`config.mk`:
```
export PLATFORM = sky130hd
export DESIGN_NAME = imem_fetch_ctrl
export DESIGN_NICKNAME = d
export VERILOG_FILES = /design/src/rtl/imem_fetch_ctrl.sv
export SDC_FILE = /design/constraint.sdc
export NUM_CORES = 1
export LEC_CHECK = 0
export CAP_MARGIN = 5
export CORE_MARGIN = 2
export CORE_UTILIZATION = 40
export CTS_BUF_LIST = sky130_fd_sc_hd__clkbuf_4
export CTS_CLUSTER_DIAMETER = 150
export DETAILED_ROUTE_END_ITERATION = 10
export PLACE_DENSITY = 0.76
export SKIP_CTS_REPAIR_TIMING = 1
export SLEW_MARGIN = 20
export SYNTH_ARGS = -nofsm -noshare
export SYNTH_HDL_FRONTEND = slang
export SYNTH_SLANG_ARGS = --single-unit
```
`constraint.sdc`:
```
create_clock -name clk -period 1.6 [get_ports clk]
set_input_delay 0.4 -clock clk [delete_from_list [all_inputs] [get_ports clk]]
set_output_delay 0.4 -clock clk [all_outputs]
set_load 0.02 [all_outputs]
```
`src/rtl/imem_fetch_ctrl.sv`:
```
// Instruction-fetch sequencer: owns the PC, registers imem words into a valid/ready slot.
// Optional macro IMEM_FETCH_CNT_EN adds a saturating accepted-instruction counter (fetch_cnt).
module imem_fetch_ctrl #(
  parameter int unsigned   AW       = 8,
  parameter int unsigned   DW       = 8,
  parameter logic [AW-1:0] RESET_PC = '0,
  parameter logic [DW-1:0] HALT_OP  = 8'hFF
) (
  input  logic          clk,
  input  logic          rst,
  input  logic          start,
  output logic [AW-1:0] imem_ad,
  input  logic [DW-1:0] imem_data,
  output logic [DW-1:0] ins,
  output logic [AW-1:0] ins_pc,
  output logic          ins_valid,
  input  logic          ins_ready,
  input  logic          redir_valid,
  input  logic [AW-1:0] redir_pc,
`ifdef IMEM_FETCH_CNT_EN
  output logic [15:0]   fetch_cnt,
`endif
  output logic          halted
);

  typedef enum logic [1:0] {StIdle, StFetch, StHalt} state_e;

  localparam logic [AW-1:0] PcOne = AW'(1);

  state_e        state_q, state_d;
  logic [AW-1:0] pc_q, pc_d;
  logic [DW-1:0] ins_q, ins_d;
  logic [AW-1:0] ins_pc_q, ins_pc_d;
  logic          ins_valid_q, ins_valid_d;
  logic          free;
  logic          is_halt_op;

  assign free       = !ins_valid_q || ins_ready;
  assign is_halt_op = (imem_data == HALT_OP);

  always_ff @(posedge clk or posedge rst) begin
    if (rst) begin
      state_q     <= StIdle;
      pc_q        <= RESET_PC;
      ins_q       <= '0;
      ins_pc_q    <= '0;
      ins_valid_q <= 1'b0;
    end else begin
      state_q     <= state_d;
      pc_q        <= pc_d;
      ins_q       <= ins_d;
      ins_pc_q    <= ins_pc_d;
      ins_valid_q <= ins_valid_d;
    end
  end

  always_comb begin
    state_d = state_q;
    unique case (state_q)
      StIdle:  if (redir_valid || start) state_d = StFetch;
      StFetch: if (!redir_valid && free && is_halt_op) state_d = StHalt;
      StHalt:  if (redir_valid) state_d = StFetch;
      default: state_d = StIdle;
    endcase
  end

  // Redirect beats capture; a stalled slot freezes PC so no address is skipped.
  always_comb begin
    pc_d        = pc_q;
    ins_d       = ins_q;
    ins_pc_d    = ins_pc_q;
    ins_valid_d = ins_valid_q;
    unique case (state_q)
      StIdle: begin
        if (redir_valid) pc_d = redir_pc;
      end
      StFetch: begin
        if (redir_valid) begin
          pc_d        = redir_pc;
          ins_valid_d = 1'b0;
        end else if (free) begin
          ins_d       = imem_data;
          ins_pc_d    = pc_q;
          ins_valid_d = 1'b1;
          if (!is_halt_op) pc_d = pc_q + PcOne;
        end
      end
      StHalt: begin
        if (redir_valid) begin
          pc_d        = redir_pc;
          ins_valid_d = 1'b0;
        end else if (ins_ready) begin
          ins_valid_d = 1'b0;
        end
      end
      default: ;
    endcase
  end

  always_comb begin
    halted = (state_q == StHalt);
  end

  assign imem_ad   = pc_q;
  assign ins       = ins_q;
  assign ins_pc    = ins_pc_q;
  assign ins_valid = ins_valid_q;

`ifdef IMEM_FETCH_CNT_EN
  logic [15:0] fetch_cnt_q, fetch_cnt_d;

  always_comb begin
    fetch_cnt_d = fetch_cnt_q;
    if (ins_valid_q && ins_ready && (fetch_cnt_q != 16'hFFFF)) fetch_cnt_d = fetch_cnt_q + 16'd1;
  end

  always_ff @(posedge clk or posedge rst) begin
    if (rst) fetch_cnt_q <= '0;
    else     fetch_cnt_q <= fetch_cnt_d;
  end

  assign fetch_cnt = fetch_cnt_q;
`endif

endmodule
```
==> metrics.cfg, run 1 <==
[cells_and_area]
fin_cells = 222
fill_cells = 251
n_antenna_cell = 0
area_growth_pct = 57.2
register_area_um2 = 679
final_nets = 199
multiInputGateArea_um2 = 663
utilization = 0.653
final_area_mm2 = 0.00216
drive_gt1_frac = 0.284

[job]
max_cap_viol_count = 0

[clock_tree]
cts_htree_levels = 1
worstSkewPairLatency_ps = 320
clockRootBuffer = clkbuf_4
numCtsBuffers = 3
clk_pin_slew_ps = 140
cts_tree = built
clock_path_buffers = 2
numClockSinks = 27

[drt]
vias_per_cell = 5.28
num_vias = 1173
drt-total-wl_um = 3520
drc = 0
drtIter0Drc = 71
drt-wirelength-per-cell_um = 15.9
first_pass_iters = 4
postRouteAntennaNets = 0

[sta]
fin_tns_setup_ps = -5.04
post-route-period-util = 1.00
grt_setup_unrepaired = true
hold_viol = 0
finalWorstSetupSlack_ps = -3.83
finalClockSkew_ps = 3.15
setup_viol = 2
period_minus_slack_ps = 1600
slew_violations = 0
worst_slew_pin_slew_ps = 380
max_slew_margin = 0.747
fmax_mhz = 624

[critical_path]
critPathArrivalTime_ps = 1820
rrSetupSlack_ps = -4
crit_required_ps = 1820
cp_top_family = flip-flops
crit_buf_inv = 2
path_cells = buf_6, nand2b_4, or3_4, clkbuf_16, mux2_4
r2r_end = ins_pc[1]
crit_slowest_cell = dfrtp_1
worstSetupEndpointType = flop
crit_fanout = 8
timing.rr.start = state_q[0]
startpoint_type = flop
r2r_cells = 5
critPathMaxStageDelay_ps = 440
crit_type = reg2reg

[min_path]
hold_path.class = in2async

[global_routing]
grt_max_degree = 21
grt.total_usage = 0.176
grt_pass1_wl_um = 5460
grt_pass1_vias = 1145
antenna_found_initial = 0
grt_overflow = 0

[synthesis]
ys_types = 39
synth_xor_area_frac = 0
synth_compound_area_frac = 0.143
synth_ff_type = dfrtp_1
synthArstFlopShare = 1.00
yosysWarnings = 0
synth_cells = 116
syn_nets = 138
synth_edf_count = 0
synthMuxAreaShare = 0.166
syn_area_per_cell_um2 = 11.9
synthSimpleGateAreaFrac = 0.143
ys_seq_area_frac = 0.491
synth.top_cells.by_area = dfrtp_1, mux2_4, mux2_2, o21ai_0, nor2_1
yosysTopAreaCell = dfrtp_1
synthAdderAreaFrac = 0.00910
syn-cell-area_mm2 = 0.00138
synth_top_family_by_area = multiplexers
yosysTopAreaCellShare = 0.491
ys_seq_elements = 27

[place]
dp.cells = 215
io_buffer_count = 46
place_area_mm2 = 0.00198
place_ws_ps = -497
place.gp.congestion = 0.967
dp_hpwl_um = 2520

[die]
rows = 21
ioPinCount = 47
die_x_um = 62.6
die_h_um = 62.6
core_mm2 = 0.00331
start_util = 0.415
die-area_mm2 = 0.00392

[power_and_ir_drop]
power.density_mw_per_mm2 = 907
leakagePower_nw = 1.21
ir_worst_vdd_v = 0.000317

[outcome]
violations = negative setup slack
status = finished with violations

==> cell usage after synthesis, types with 3 or more instances <==
library cell and n:
a21oi_1 3, a2bb2oi_1 3, clkbuf_1 4, dfrtp_1 27
mux2_2 6, mux2_4 10, nand2_1 4, nand4_1 3
nor2_1 7, nor3_1 3, nor3b_1 3, o21ai_0 8
o31ai_1 3
==> worst register-to-register path: cells and delay by family (launching register included) <==
kind	cells	cell delay, ps
DFF	1	440
and+or+nand+nor	2	440
muxes	1	290
buffers and inverters	2	330
==> final cells by class <==
| type | instances | area share |
|---|---|---|
| Clock buffer | 4 | 0.0139 |
| Sequential cell | 27 | 0.314 |
| Tap cell | 46 | 0.0266 |
| Multi-Input combinational cell | 79 | 0.307 |
| Inverter | 2 | 0.00347 |
| Timing Repair Buffer | 64 | 0.335 |
==> placed cells by master, fill, tap and decap left out, types with 4 or more instances in the layout <==
cell,n
nand2_1,4
clkdlybuf4s50_1,10
mux2_2,6
dfrtp_1,24
buf_4,14
nor2_1,7
clkbuf_4,4
o21ai_0,6
mux2_4,10
dlymetal6s2s_1,35
==> kinds of logic (layout without fill, tap and decap cells) <==
| kind of cell | after synthesis | in the layout |
|---|---|---|
| multiplexers | 17 | 17 |
| buffers and inverters | 10 | 70 |
| flip-flops | 27 | 27 |
| AO/OA/AOI/OAI | 29 | 29 |
| AND/OR/NAND/NOR | 32 | 32 |
| adder cells (fa/ha/maj) | 1 | 1 |
==> through the flow <==
step           power, mW  hold slack (ps)
3_5_place_dp        1.67              494
4_1_cts             1.98              329
6_report            1.96              333
3_3_place_gp        1.65              493
5_1_grt             2.07              332
2_1_floorplan       1.29              453
==> report_power, final <==
| part | total [mW] | switching (mW) | internal (mW) |
|---|---|---|---|
| combinational | 0.765 | 0.346 | 0.418 |
| sequential | 0.890 | 0.0889 | 0.801 |
| clock | 0.307 | 0.193 | 0.115 |
==> worst max-delay path by stage <==
stage,start,endpoint,slack (ps),cells past startpoint
after global routing,state_q[0],ins_pc[1],-8,5
after global placement,redir_valid,ins_pc[1],-430,5
after detailed placement,redir_valid,ins_pc[5],-500,5
final,state_q[0],ins_pc[1],-4,5
after CTS,state_q[0],halted,-360,2
after floorplan,redir_valid,ins[0],5,5
==> sequential cells by signal, indices dropped and copies added, names as in the netlist <==
name       cells
ins_pc         8
state_q        2
ins            8
imem_ad        8
ins_valid      1
==> per-layer routing <==
layer / part of all wire / wire length (um) / track usage
met1: 0.44 / 1550 / 0.224
met2: 0.50 / 1770 / 0.296
met3: 0.038 / 134 / 0.0288
met4: 0.018 / 63 / 0.0722
met5: 0 / 0 / 0
Power figures use the tool's default switching activity.
==> run 2, diff against run 1 <==
PLACE_DENSITY = 0.73   (was 0.76)
clock period = 1.48 ns   (was 1.6 ns; I/O delays follow)
==> metrics.cfg, run 2 (synthesis results as in run 1) <==
[critical_path]
crit_fanout = 8
rrSetupSlack_ps = -140
startpoint_type = flop
critPathArrivalTime_ps = 1850
crit_type = reg2reg
worstSetupEndpointType = flop
crit_required_ps = 1710

[job]
max_cap_viol_count = 0

[power_and_ir_drop]
power.density_mw_per_mm2 = 953
seqPwrFrac = 0.438
p_int_mw = 1.46
switching_share = 0.334
comb_power_share = 0.410
leakagePower_nw = 1.20
clkPwrFrac = 0.153
p_switching_mw = 0.730
ir_worst_vdd_v = 0.000404

[global_routing]
grt.total_usage = 0.176
grt_max_degree = 28
grt_use_met3 = 0.0432
use_met2 = 0.274
grt_pass1_wl_um = 5550
grt.busiest_layer = met2
antenna_found_initial = 0
grt_pass1_vias = 1168
grt_use_met1 = 0.241
grt_overflow = 0

[sta]
worst_slew_pin_slew_ps = 320
setup_viol = 25
post-route-period-util = 1.10
finalWorstSetupSlack_ps = -141
grt_setup_unrepaired = true
period_minus_slack_ps = 1620
fmax_mhz = 617
finalClockSkew_ps = 17.6
slew_violations = 0
hold_viol = 0
max_slew_margin = 0.787

[drt]
drc = 0
drt-total-wl_um = 3740
drt-wirelength-per-cell_um = 16.1
num_vias = 1232
first_pass_iters = 4
postRouteAntennaNets = 0
vias_per_cell = 5.31
drtIter0Drc = 63

[cells_and_area]
fill_cells = 234
final_cell_mix = dlymetal6s2s_1, dfrtp_1, clkdlybuf4s50_1, buf_4, mux2_4
drive_gt1_frac = 0.376
final_nets = 209
n_antenna_cell = 0
layout_commonest_cell = dlymetal6s2s_1
area_growth_pct = 66.9
fin_cells = 232
utilization = 0.693

[clock_tree]
clk_pin_slew_ps = 160
clockRootBuffer = clkbuf_4
numCtsBuffers = 3
clock_path_buffers = 2
numClockSinks = 27
cts_htree_levels = 1
worstSkewPairLatency_ps = 340
cts_tree = built

[outcome]
violations = negative setup slack
status = finished with violations

[die]
die_h_um = 62.6
core_mm2 = 0.00331
die-area_mm2 = 0.00392
die_x_um = 62.6
start_util = 0.415
rows = 21
ioPinCount = 47

[min_path]
hold_path.class = in2async

[place]
dp.cells = 224
place.gp.congestion = 0.859
dp_hpwl_um = 2370
io_buffer_count = 46

## run 2: cell count changes in the layout (fill, tap and decap cells not counted), moves of 3 or more
cell,change
clkdlybuf4s50_1,+8
dlymetal6s2s_1,-8
buf_6,+7
buf_4,+4
nor3_1,-3
nor3_2,+3
o21ai_0,-3
## run 2: power by group through the flow
stage	Sequential (mW)	Clock, mW	Combinational [mW]
after detailed placement	0.971	0	0.859
after global routing	0.978	0.371	0.941
final	0.956	0.334	0.896
after global placement	0.965	0	0.842
after CTS	0.958	0.334	0.859
after floorplan	1.12	0	0.273
## run 2: metrics by stage
step | cell area (um^2) | total power [mW] | hold slack [ps] | setup slack [ps] | TNS (ps)
4_1_cts | 2080 | 2.15 | 358 | -476 | -9530
5_1_grt | 2290 | 2.29 | 388 | -202 | -4300
6_report | 2290 | 2.19 | 342 | -141 | -2810
2_1_floorplan | 1390 | 1.40 | 423 | -107 | -1070
3_5_place_dp | 2050 | 1.83 | 495 | -561 | -12820
3_3_place_gp | 2050 | 1.81 | 491 | -493 | -11900
## run 2: metal layers
metal / part of all wire / wire length [um]
met5: 0 / 0
met4: 0.016 / 61
met3: 0.049 / 182
met2: 0.49 / 1840
met1: 0.44 / 1660
## run 2: layout make-up
class	instances	area [um^2]	area share
flip-flops and latches	27	679	0.296
well taps	46	57.6	0.0251
repair buffers	74	788	0.344
multi-input cells	79	734	0.320
clock buffers	3	22.5	0.00981
clock inverters	1	5.00	0.00218
inverters	2	7.51	0.00327
## run 2: final timing paths
path                             start          to  depth (start not counted)
min in group clk           redir_valid  state_q[1]                          4
max reg2reg                 state_q[0]  imem_ad[7]                          7
min reg2reg                     ins[2]      ins[2]                          1
max in group asynchronous          rst   ins_valid                          3
max                         state_q[0]  imem_ad[7]                          7
min                                rst   ins_pc[3]                          3
## run 2: critical path, stage by stage (launching register included)
cell and delay (ps):
dfrtp_1 470, buf_6 130, nand2b_4 60, buf_12 120, nor4_4 340, buf_6 220
a211oi_2 50, a2bb2oi_2 140
==> run 3, diff against run 2 <==
CELL_PAD_IN_SITES_DETAIL_PLACEMENT = 0   (was default)
CELL_PAD_IN_SITES_GLOBAL_PLACEMENT = 1   (was default)
CORE_MARGIN = default   (was 2)
CORE_UTILIZATION = 36   (was 40)
PLACE_DENSITY = 0.83   (was 0.73)
==> metrics.cfg, run 3 (synthesis results as in run 1) <==
[outcome]
status = finished with violations
violations = negative setup slack

[cells_and_area]
final_cell_mix = dlymetal6s2s_1, dfrtp_1, buf_4, mux2_4, clkdlybuf4s50_1
drive_gt1_frac = 0.355
area_growth_pct = 66.2
final_nets = 206
final_area_mm2 = 0.00229
n_antenna_cell = 0
layout_commonest_cell = dlymetal6s2s_1

[sta]
period_minus_slack_ps = 1560
finalWorstSetupSlack_ps = -82.4
setup_viol = 19
fmax_mhz = 640
grt_setup_unrepaired = true
finalClockSkew_ps = 3.53
fin_hold_ws_ps = 308
worst_slew_pin_slew_ps = 310
hold_viol = 0
max_slew_margin = 0.791
slew_violations = 0
fin_tns_setup_ps = -484
post-route-period-util = 1.06

[drt]
drt-wirelength-per-cell_um = 15.6
drtIter0Drc = 18
drc = 0
vias_per_cell = 5.22
drt-total-wl_um = 3590
num_vias = 1206
first_pass_iters = 4
postRouteAntennaNets = 0

[global_routing]
grt_overflow = 0
grt_max_degree = 28
grt_pass1_vias = 1196
grt.total_usage = 0.170
antenna_found_initial = 0
grt_pass1_wl_um = 5310

[clock_tree]
worstSkewPairLatency_ps = 330
numCtsBuffers = 3
clk_pin_slew_ps = 140
cts_tree = built
cts_htree_levels = 1
clockRootBuffer = clkbuf_4
clock_path_buffers = 2
numClockSinks = 27

[die]
rows = 22
die_x_um = 63.8
die_h_um = 63.8
core_mm2 = 0.00366
ioPinCount = 47
start_util = 0.376
die-area_mm2 = 0.00407

[min_path]
hold_path.class = in2reg

[power_and_ir_drop]
power.density_mw_per_mm2 = 945
ir_worst_vdd_v = 0.000457
p_total_mw = 2.16
leakagePower_nw = 1.26

[place]
dp_hpwl_um = 2430
place_area_mm2 = 0.00204
io_buffer_count = 46
place.gp.congestion = 0.792
place_ws_ps = -546

[critical_path]
worstSetupEndpointType = flop
critPathMaxStageDelay_ps = 480
critPathArrivalTime_ps = 1800
rrSetupSlack_ps = -80
crit_top_cell = a211o_1
path_cells = buf_6, a211o_1, or2_4, a211o_1
startpoint_type = flop
crit_required_ps = 1710
crit_fanout = 5
crit_type = reg2reg
crit_slowest_cell = dfrtp_2

[job]
max_cap_viol_count = 0

==> run 3: cell count changes in the layout (fill, tap and decap cells not counted), moves of 2 or more <==
cell and change:
o21ai_1 -2, dlymetal6s2s_1 +8, o21ai_2 +2, buf_4 -3
a2bb2oi_1 +2, clkdlybuf4s50_1 -8, nor3_2 -2, a2bb2oi_2 -2
==> run 3: power by group <==
part / total, mW / switching [mW] / internal (mW) / leakage (nW)
sequential: 0.959 / 0.0935 / 0.866 / 0.312
clock: 0.340 / 0.215 / 0.124 / 0.0184
combinational: 0.862 / 0.388 / 0.474 / 0.931
total: 2.16 / 0.697 / 1.46 / 1.26
==> run 3: through the flow <==
step | cells | utilization
2_1_floorplan | 116 | -
3_3_place_gp | 222 | 0.557
3_5_place_dp | 222 | 0.557
4_1_cts | 226 | 0.565
5_1_grt | 231 | 0.624
6_report | 231 | 0.624
==> run 3: worst paths after layout <==
check	startpoint	endpoint	depth (start not counted)
max	state_q[0]	imem_ad[0]	4
max reg2reg	state_q[0]	imem_ad[0]	4
min in group asynchronous	rst	ins_pc[3]	3
min reg2reg	ins_pc[3]	ins_pc[3]	1
max in group asynchronous	rst	ins_valid	3
min	imem_data[3]	ins[3]	2
==> run 3: critical path: cells and delay by family, from the launching register on <==
kind	cells	cell delay, ps
AOI/OAI and AO/OA	2	570
DFF	1	480
and+or+nand+nor	1	280
buffers and inverters	1	130
==> run 3: final cells by class <==
class | count | area, um^2
clock buffer | 4 | 30.0
fill | 313 | 1380
inverter | 2 | 7.51
multi-input combinational | 79 | 707
sequential | 27 | 681
tap | 48 | 60.1
timing repair buffer | 71 | 801
==> run 3: layer usage <==
metal,vias to the layer above,track usage,wire (um)
li1,566,-,-
met3,11,0.0143,133
met2,41,0.285,1830
met1,588,0.209,1520
met5,-,0,0
met4,0,0.111,114
